==> src/rtl/imem_loader_pkg.sv <==
// imem_loader shared types and constants.
// Optional checksum feature: IMEM_LOADER_CSUM_EN.
package imem_loader_pkg;

  typedef enum logic [2:0] {
    IDLE,
    RECV,
    WRITE,
    FIN,
    CSUM
  } state_t;

  localparam int WORD_BYTES = 4;
  localparam int ADDR_STEP  = 4;
  localparam int LANE_W     = $clog2(WORD_BYTES);

endpackage

==> src/rtl/imem_loader_byte_assembler.sv <==
// Little-endian byte-to-word assembler; word shows the
// incoming byte merged in so a full word is visible on word_full.
module byte_assembler
  import imem_loader_pkg::*;
(
  input  logic              clk,
  input  logic              reset,
  input  logic              load,
  input  logic [LANE_W-1:0] lane,
  input  logic [7:0]        byte_data,
  output logic [31:0]       word,
  output logic              word_full
);

  logic [31:0] held;

  assign word_full = load && (lane == LANE_W'(WORD_BYTES - 1));

  // overlay the byte being accepted onto the stored lanes
  always_comb begin
    word = held;
    if (load) word[{lane, 3'b000} +: 8] = byte_data;
  end

  // capture each accepted byte into its lane
  always_ff @(posedge clk or negedge reset) begin
    if (!reset) held <= '0;
    else if (load) held[{lane, 3'b000} +: 8] <= byte_data;
  end

endmodule

==> src/rtl/imem_loader.sv <==
// Boot-time instruction memory loader; holds the core while loading.
// Optional checksum trailer: define IMEM_LOADER_CSUM_EN.
module imem_loader
  import imem_loader_pkg::*;
#(
  parameter int                ADDR_W    = 64,
  parameter int                LEN_W     = 16,
  parameter logic [ADDR_W-1:0] BASE_ADDR = '0
) (
  input  logic              clk,
  input  logic              reset,
  input  logic              start,
  input  logic [LEN_W-1:0]  len_words,
  input  logic              byte_valid,
  input  logic [7:0]        byte_data,
  output logic              byte_ready,
  output logic              wr_en,
  output logic [ADDR_W-1:0] wr_addr,
  output logic [31:0]       wr_data,
  output logic              cpu_hold,
  output logic              busy,
  output logic              done
`ifdef IMEM_LOADER_CSUM_EN
  ,
  output logic              csum_err
`endif
);

  state_t              state;
  logic [LANE_W-1:0]   lane;
  logic [LEN_W-1:0]    len_q;
  logic [LEN_W-1:0]    word_cnt;
  logic                accept;
  logic                data_load;
  logic                data_full;

  assign accept    = byte_valid && byte_ready;
  assign data_load = accept && (state == RECV);

  byte_assembler u_data (
    .clk       (clk),
    .reset     (reset),
    .load      (data_load),
    .lane      (lane),
    .byte_data (byte_data),
    .word      (wr_data),
    .word_full (data_full)
  );

`ifdef IMEM_LOADER_CSUM_EN
  logic [31:0] sum;
  logic [31:0] rx_sum;
  logic        sum_load;
  logic        sum_full;
  logic        sum_bad;

  assign sum_load = accept && (state == CSUM);
  assign sum_bad  = (rx_sum != sum);

  byte_assembler u_csum (
    .clk       (clk),
    .reset     (reset),
    .load      (sum_load),
    .lane      (lane),
    .byte_data (byte_data),
    .word      (rx_sum),
    .word_full (sum_full)
  );
`endif

  // load sequencer with registered handshake and status outputs
  always_ff @(posedge clk or negedge reset) begin
    if (!reset) begin
      state      <= IDLE;
      byte_ready <= 1'b0;
      wr_en      <= 1'b0;
      wr_addr    <= BASE_ADDR;
      cpu_hold   <= 1'b1;
      busy       <= 1'b0;
      done       <= 1'b0;
      lane       <= '0;
      len_q      <= '0;
      word_cnt   <= '0;
`ifdef IMEM_LOADER_CSUM_EN
      sum        <= '0;
      csum_err   <= 1'b0;
`endif
    end else begin
      done <= 1'b0;
      if (accept) lane <= lane + LANE_W'(1);
      unique case (state)
        IDLE: begin
          if (start) begin
`ifdef IMEM_LOADER_CSUM_EN
            sum      <= '0;
            csum_err <= 1'b0;
`endif
            if (len_words != '0) begin
              len_q      <= len_words;
              wr_addr    <= BASE_ADDR;
              lane       <= '0;
              word_cnt   <= '0;
              cpu_hold   <= 1'b1;
              busy       <= 1'b1;
              byte_ready <= 1'b1;
              state      <= RECV;
            end else begin
              done  <= 1'b1;
              state <= FIN;
            end
          end
        end
        RECV: begin
          if (data_full) begin
            byte_ready <= 1'b0;
            wr_en      <= 1'b1;
            state      <= WRITE;
          end
        end
        WRITE: begin
          wr_en    <= 1'b0;
          wr_addr  <= wr_addr + ADDR_W'(ADDR_STEP);
          word_cnt <= word_cnt + LEN_W'(1);
`ifdef IMEM_LOADER_CSUM_EN
          sum      <= sum + wr_data;
`endif
          if (word_cnt + LEN_W'(1) == len_q) begin
`ifdef IMEM_LOADER_CSUM_EN
            byte_ready <= 1'b1;
            state      <= CSUM;
`else
            done     <= 1'b1;
            busy     <= 1'b0;
            cpu_hold <= 1'b0;
            state    <= FIN;
`endif
          end else begin
            byte_ready <= 1'b1;
            state      <= RECV;
          end
        end
`ifdef IMEM_LOADER_CSUM_EN
        CSUM: begin
          if (sum_full) begin
            byte_ready <= 1'b0;
            busy       <= 1'b0;
            done       <= 1'b1;
            csum_err   <= sum_bad;
            cpu_hold   <= sum_bad;
            state      <= FIN;
          end
        end
`endif
        FIN: state <= IDLE;
        default: state <= IDLE;
      endcase
    end
  end

endmodule
==> config.mk <==
export PLATFORM = sky130hd
export DESIGN_NAME = imem_loader
export DESIGN_NICKNAME = d
export VERILOG_FILES = /design/src/rtl/imem_loader_pkg.sv /design/src/rtl/imem_loader_byte_assembler.sv /design/src/rtl/imem_loader.sv
export SDC_FILE = /design/constraint.sdc
export NUM_CORES = 1
export LEC_CHECK = 0
export ABC_AREA = 1
export CORE_UTILIZATION = 40
export CTS_BUF_LIST = sky130_fd_sc_hd__clkbuf_2
export DETAILED_ROUTE_END_ITERATION = 6
export GPL_TIMING_DRIVEN = 0
export PLACE_DENSITY = 0.74
export SETUP_SLACK_MARGIN = 0.15
export SLEW_MARGIN = 30
export SYNTH_ARGS = -nofsm -noshare
export SYNTH_HDL_FRONTEND = slang
export SYNTH_SLANG_ARGS = --single-unit
==> constraint.sdc <==
create_clock -name clk -period 3.9 [get_ports clk]
set_input_delay 0.78 -clock clk [delete_from_list [all_inputs] [get_ports clk]]
set_output_delay 0.78 -clock clk [all_outputs]
set_load 0.1 [all_outputs]
==> metrics.txt, run 1 <==
outcome=finished, violations left; failing checks=DRC; Die Y=142.4 um; post-synth top area share=42.51%; Tcrit/Tclk final=90.74%; worst slack at placement=-579.5 ps; Post-DP Area=9563 um^2; antenna violations before repair=1; Buffers on Ports=126; root buf cell=clkbuf_2; Reg-to-Reg Start=wr_addr[2]; crit path max fanout=10; reg2reg setup slack=1400 ps; CP Buf/Inv Count=4; worst slew pin tran=1046 ps; RePlAce Congestion=0.9781; clk_skew=49.71 ps; Detailed Routing Iterations Pass 1=7; post-synth cell types=42; final net count=1208; HPWL after detailed placement=18500 um; first-pass GRT wire length=37690 um; core area=19020 um^2; Max Freq=282.6 MHz; hold path cells=2; DRC viols=2; Ports=129; Row Count=50; Post-synth EDFFs=0; CP Data Arrival Time=2760 ps; depth of the most critical reg-to-reg path=8; Worst path max stage delay=430 ps; crit end category=output pin; Synth Warn #=0; initial core utilization=41.47%; slack of the critical path=361.1 ps; cell at the slowest stage of the critical path=dfrtp_1; fin crit period=3539 ps; most frequent cell after synthesis=nand2_1; # fillers=1890; Post-Syn Instances=1022; Slew Limit Fails=0; Synth area leaders=dfrtp_1 (43%), nand2_1 (11%), inv_1 (6.2%); Most common cell on crit path=buf_6; number of nets still failing antenna checks after routing=0; CP top delay family=buffers and inverters; vias in the first global route=7324; ys async rst share=100.0%; HP Class=flop to flop; detailed-route vias per instance=5.252; RR Endpoint=wr_addr[50]; register area share after synthesis=42.85%; drt total wl=23630 um; GRT Total Usage=24.31%; top cell type by total area after synthesis=dfrtp_1; Hold Path Origin=cpu_hold; Clock Tree Buf Depth=2; number of synthesized register bits=135; remaining global-route overflow=0; die width=142.4 um; Worst Path Required=3120 ps; routed vias=7600; Syn Area/Cell=7.718 um^2; Iteration-0 DRC Markers=509; final hold viol count=0; Clock transition at path regs=230 ps; Final setup viols=0; total CTS buffers=17; synthesized area=7888 um^2; post-route setup TNS=0 ps; CTS tree=done; Max VDD drop=571.5 uV; Synth top cells by count=nand2_1 (225), dfrtp_1 (134), inv_1 (131); Pleak=0.004139 uW; CP Cell Sequence=buf_6 > clkinvlp_4 > ha_1 > inv_1 > nand3_2 > o21ai_0 > o21a_1 > buf_6; Slew headroom=30.08%; PwrDens=593.5 nW/um^2; RSZ-0062 raised after global routing=yes; hold-critical path endpoint=cpu_hold; Avg WL per Cell=16.33 um; Area Growth Syn to Fin=26.02%; CP Launch Type=flop; full die area=20280 um^2; H-tree levels=4; CTS sink cnt=135; largest net degree at the start of global routing=80; Max Cap Viol=0; crit path kind=flop to output pin; final instance area=9940 um^2; layout cells sized above 1=12.06%; clk_lat worst skew=730 ps; ys flop type=dfrtp_1
-- through the flow --
stage	power, uW	hold slack (ps)	utilization (%)	std cells
2_1_floorplan	4089	466.1	-	1023
3_3_place_gp	4796	459.3	50.16	1409
3_5_place_dp	4831	466.5	50.28	1410
4_1_cts	5713	499.8	51.53	1445
5_1_grt	6182	523.1	52.26	1447
6_report	5899	501.2	52.26	1447
-- where the power goes --
group / internal, uW / total, uW / switching [uW] / leakage [uW]
logic: 820 / 3150 / 2330 / 0.00219
registers: 1660 / 1840 / 176 / 0.00181
clock network: 355 / 906 / 551 / 0.000147
-- registers in the layout, indices dropped and copies added, names as in the netlist --
name         cells
len_q           16
byte_ready       1
lane             2
word_cnt        16
busy             1
cpu_hold         1
wr_en            1
wr_addr         62
state            2
u_data.held     32
done             1
-- layer usage --
metal	track usage (%)	vias to the layer above	part of all wire (%)
met5	0	-	0
met4	10.58	0	3.6
met3	4.643	48	5.7
met2	39.99	268	48
met1	31.09	3580	43
li1	-	3704	-
-- cell usage in the layout, fill, tap and decap left out, types with 3 or more instances in the layout --
cell	instances
a21oi_1	4
buf_2	9
buf_4	10
buf_6	21
buf_8	7
bufinv_16	3
clkbuf_1	15
clkbuf_2	19
clkdlybuf4s50_1	89
clkinv_1	3
clkinv_2	3
clkinvlp_4	3
dfrtp_1	134
ha_1	7
inv_1	129
inv_2	7
nand2_1	224
nand2_2	11
nand3_1	66
nand3_2	8
nand3b_1	10
nand4_1	39
nor2_1	90
nor2_2	8
nor2_4	6
nor3_1	22
nor4_1	6
nor4_2	4
o21a_1	22
o21ai_0	67
o21ai_1	8
o22ai_1	42
o31ai_2	6
or2_2	3
xor2_1	52
-- repair_timing --
action / 4_1_cts / 5_1_grt
setup endpoints to repair: 32 / 32
pin swaps: 0 / 0
buffers inserted: 3 / 1
hold endpoints to repair: 56 / 0
gates resized for setup: 203 / 49
hold buffers: 1 / 0
cloned: 0 / 0
-- worst min-delay path, delay by kind of cell (launching register included) --
kind             cells  cell delay, ps
AND/OR/NAND/NOR      2             120
flip-flops           1             420
-- how the worst max path moves through the flow --
stage / start / endpoint / slack, ps / depth (start not counted)
2_1_floorplan: lane[0] / wr_data[24] / -80 / 6
3_3_place_gp: reset / u_data.held[17] / -3410 / 1
3_5_place_dp: byte_valid / wr_data[26] / -580 / 8
4_1_cts: lane[0] / wr_data[26] / 150 / 6
5_1_grt: state[0] / wr_data[7] / 130 / 10
6_report: lane[0] / wr_data[7] / 360 / 8
-- kinds of logic after synthesis --
group	count (synthesis)	synth area share, %
flip-flops	135	42.85
XOR/XNOR	55	6.298
other	1	0.04754
buffers and inverters	163	7.931
AO/OA/AOI/OAI	156	11.72
AND/OR/NAND/NOR	505	30.04
adder cells (fa/ha/maj)	7	1.110
-- area by class of cell --
cell class / count / area, um^2 / share of cell area, %
repair buffers: 132 / 1379 / 13.87
clock inverters: 14 / 157.7 / 1.586
clock buffers: 18 / 90.09 / 0.9063
diodes: 1 / 2.502 / 0.02518
multi-input cells: 725 / 3971 / 39.95
inverters: 137 / 518.0 / 5.211
well taps: 260 / 325.3 / 3.273
flip-flops and latches: 135 / 3379 / 34.00
plain buffers: 25 / 116.4 / 1.171
(Power assumes the default switching activity.)
==> run 2, diff against run 1 <==
- SYNTH_HIERARCHICAL: not set -> 1
==> run 2 against run 1 <==
  * The flow now finishes without violations
  * Utilization decreased by 1.8 points
  * Cell area decreased by 1.3%
  * Critical path depth unchanged
  * Clock power increased by 17%
  * Critical endpoint is now wr_data[28]
==> metrics.txt, run 2 <==
Max Cap Viol=0 (unchanged); Sw Share=47.70% (was 51.86%); layout cells sized above 1=9.199% (was 12.06%); xor/xnor cell area share of the yosys netlist=5.800% (was 6.298%); Clock transition at path regs=220 ps (was 230 ps); antenna violations before repair=1 (unchanged); initial core utilization=40.79% (was 41.47%); depth of the most critical reg-to-reg path=7 (was 8); Slew headroom=32.45% (was 30.08%); worst slack at placement=-387.6 ps (was -579.5 ps); GRT Total Usage=25.62% (was 24.31%); Max Freq=287.4 MHz (was 282.6 MHz); Row Count=51 (was 50); root buf cell=clkbuf_2 (unchanged); post-CTS setup buffer count=0 (was 3); Avg WL per Cell=16.14 um (was 16.33 um); most frequent cells in the layout=nand2_1 (343), dfrtp_1 (133), inv_1 (128) (was nand2_1 (224), dfrtp_1 (134), inv_1 (129)); Synth top cells by count=nand2_1 (343), dfrtp_1 (134), inv_1 (128) (was nand2_1 (225), dfrtp_1 (134), inv_1 (131)); CP Launch Type=flop (unchanged); most frequent cell after synthesis=nand2_1 (unchanged); RR Endpoint=wr_addr[56] (was wr_addr[50]); HPWL after detailed placement=19590 um (was 18500 um); fin crit period=3480 ps (was 3539 ps); largest family of logic cells by synthesized area=simple AND/OR/NAND/NOR gates (unchanged); full die area=20410 um^2 (was 20280 um^2); reg2reg setup slack=1360 ps (was 1400 ps); Ports=129 (unchanged); post-route setup TNS=0 ps (unchanged); Die Y=142.9 um (was 142.4 um); die width=142.9 um (was 142.4 um); sequential share of power=36.2% (was 31.2%); worst slew pin tran=1010 ps (was 1046 ps); Max VDD drop=657.0 uV (was 571.5 uV); crit path kind=flop to output pin (unchanged); Tcrit/Tclk final=89.22% (was 90.74%); Iteration-0 DRC Markers=671 (was 509); CTS sink cnt=135 (unchanged); crit path max fanout=11 (was 10); HP Class=input port to asynchronous set/reset pin (was flop to flop); Post-Syn Instances=1100 (was 1022); post-synth cell types=38 (was 42); vias in the first global route=7534 (was 7324); simple logic cell fraction of the synthesized area=35.48% (was 30.04%); Comb power frac=42.2% (was 53.5%); Pleak=0.004319 uW (was 0.004139 uW); crit end category=output pin (unchanged); total CTS buffers=17 (unchanged); drt total wl=24640 um (was 23630 um); CTS tree=done (unchanged); remaining global-route overflow=0 (unchanged); number of synthesized register bits=135 (unchanged); Buffers on Ports=126 (unchanged); max reg flops=62 (unchanged); ys async rst share=100.0% (unchanged); top cell type by total area after synthesis=dfrtp_1 (unchanged); slack of the critical path=420.5 ps (was 361.1 ps); Power Total=4907 uW (was 5899 uW); Slew Limit Fails=0 (unchanged); Syn Area/Cell=7.217 um^2 (was 7.718 um^2); clk_skew=27.59 ps (was 49.71 ps); largest net degree at the start of global routing=87 (was 80); RePlAce Congestion=0.9693 (was 0.9781); final net count=1283 (was 1208); final hold viol count=0 (unchanged); Synth Warn #=6 (was 0); Synth Area in Adders=1.103% (was 1.110%); biggest regs=wr_addr: 62 flops, u_data/held: 32 flops (was wr_addr: 62 flops, u_data.held: 32 flops); Reg-to-Reg Start=wr_addr[2] (unchanged); Post-synth EDFFs=0 (unchanged); DRC viols=0 (was 2); RSZ-0062 raised after global routing=no (was yes); Worst Path Required=3120 ps (about the same); Final setup viols=0 (unchanged); Reg with most FFs=wr_addr (unchanged); outcome=complete, no violations (was finished, violations left); Area Growth Syn to Fin=23.59% (was 26.02%); post-synthesis compound-gate area fraction=7.455% (was 11.72%); mux cell area share after synthesis=0% (unchanged); core area=19460 um^2 (was 19020 um^2); register area share after synthesis=42.57% (was 42.85%); Synth area leaders=dfrtp_1 (42%), nand2_1 (16%), inv_1 (6.1%) (was dfrtp_1 (43%), nand2_1 (11%), inv_1 (6.2%)); Clock power frac=21.7% (was 15.4%); H-tree levels=4 (unchanged); number of nets still failing antenna checks after routing=0 (unchanged); Clock Tree Buf Depth=2 (unchanged); Int Pwr=2566 uW (was 2840 uW); PwrDens=500.1 nW/um^2 (was 593.5 nW/um^2); post-synth top area share=42.24% (was 42.51%); routed vias=7931 (was 7600); ys flop type=dfrtp_1 (unchanged); Switching Power=2341 uW (was 3059 uW); CP Data Arrival Time=2700 ps (was 2760 ps); clk_lat worst skew=750 ps (was 730 ps); synthesized area=7939 um^2 (was 7888 um^2); detailed-route vias per instance=5.194 (was 5.252); commonest non-fill, non-tap cell in the layout=nand2_1 (unchanged); first-pass GRT wire length=39450 um (was 37690 um); Detailed Routing Iterations Pass 1=6 (was 7)
[run 2: layout make-up]
class	count	area, um^2
tap	265	331.6
sequential	135	3381
clock inverter	14	222.7
multi-input combinational	809	3966
inverter	136	510.5
clock buffer	18	90.09
timing repair buffer	128	1219
fill	1947	9651
antenna	1	2.502
buffer	21	88.84
[run 2: worst max-delay path: stages, from the launching register on]
cell and delay (ps):
dfrtp_2 530, inv_2 120, ha_1 350, inv_1 150
nand2_1 120, nor2_4 200, nand2_1 90, nand2_1 80
clkbuf_4 340
[run 2: per-layer routing]
metal	up-vias	wire [um]	global-route usage [%]	part of all wire (%)
li1	3826	-	-	-
met1	3719	10670	34.66	43
met2	346	11160	40.53	45
met3	40	2227	4.963	9.0
met4	0	586	9.734	2.4
met5	-	0	0	0
[run 2: repair_timing]
item | CTS | global route
hold buffers | 1 | 0
resized for setup | 175 | 19
setup endpoints to repair | 32 | 32
hold endpoints to repair | 48 | 0
[run 2: cells by family (layout without fill, tap and decap cells)]
| logic type | count (synthesis) | after routing |
|---|---|---|
| AND/OR/NAND/NOR | 643 | 643 |
| buffers and inverters | 157 | 317 |
| flip-flops | 135 | 135 |
| AO/OA/AOI/OAI | 106 | 106 |
| XOR/XNOR | 51 | 51 |
| adder cells (fa/ha/maj) | 7 | 7 |
| other | 1 | 3 |
[run 2: power by group through the flow]
| stage | clock network (uW) | registers [uW] | logic, uW |
|---|---|---|---|
| 2_1_floorplan | 0 | 1960 | 1350 |
| 3_3_place_gp | 0 | 1790 | 2080 |
| 3_5_place_dp | 0 | 1800 | 2100 |
| 4_1_cts | 1080 | 1770 | 2060 |
| 5_1_grt | 1140 | 1800 | 2230 |
| 6_report | 1060 | 1780 | 2070 |
[run 2: per-stage QoR]
step / hold WS, ps / utilization, % / instances / instance area, um^2
after detailed placement: 460.2 / 49.16 / 1493 / 9568
after floorplan: 466.1 / - / 1101 / 7943
after global placement: 460.3 / 48.99 / 1492 / 9535
after CTS: 472.2 / 50.18 / 1526 / 9767
after global routing: 496.4 / 50.41 / 1527 / 9812
final: 480.6 / 50.41 / 1527 / 9812
[run 2: how the worst max path moves through the flow]
| stage | start | to | slack, ps | depth (start not counted) |
|---|---|---|---|---|
| after floorplan | byte_ready | wr_data[24] | 620 | 6 |
| after global placement | reset | wr_addr[48] | -3440 | 1 |
| after detailed placement | byte_valid | wr_data[28] | -390 | 8 |
| after CTS | state[0] | wr_data[28] | 120 | 9 |
| after global routing | lane[0] | wr_data[6] | 160 | 8 |
| final | lane[0] | wr_data[28] | 420 | 8 |
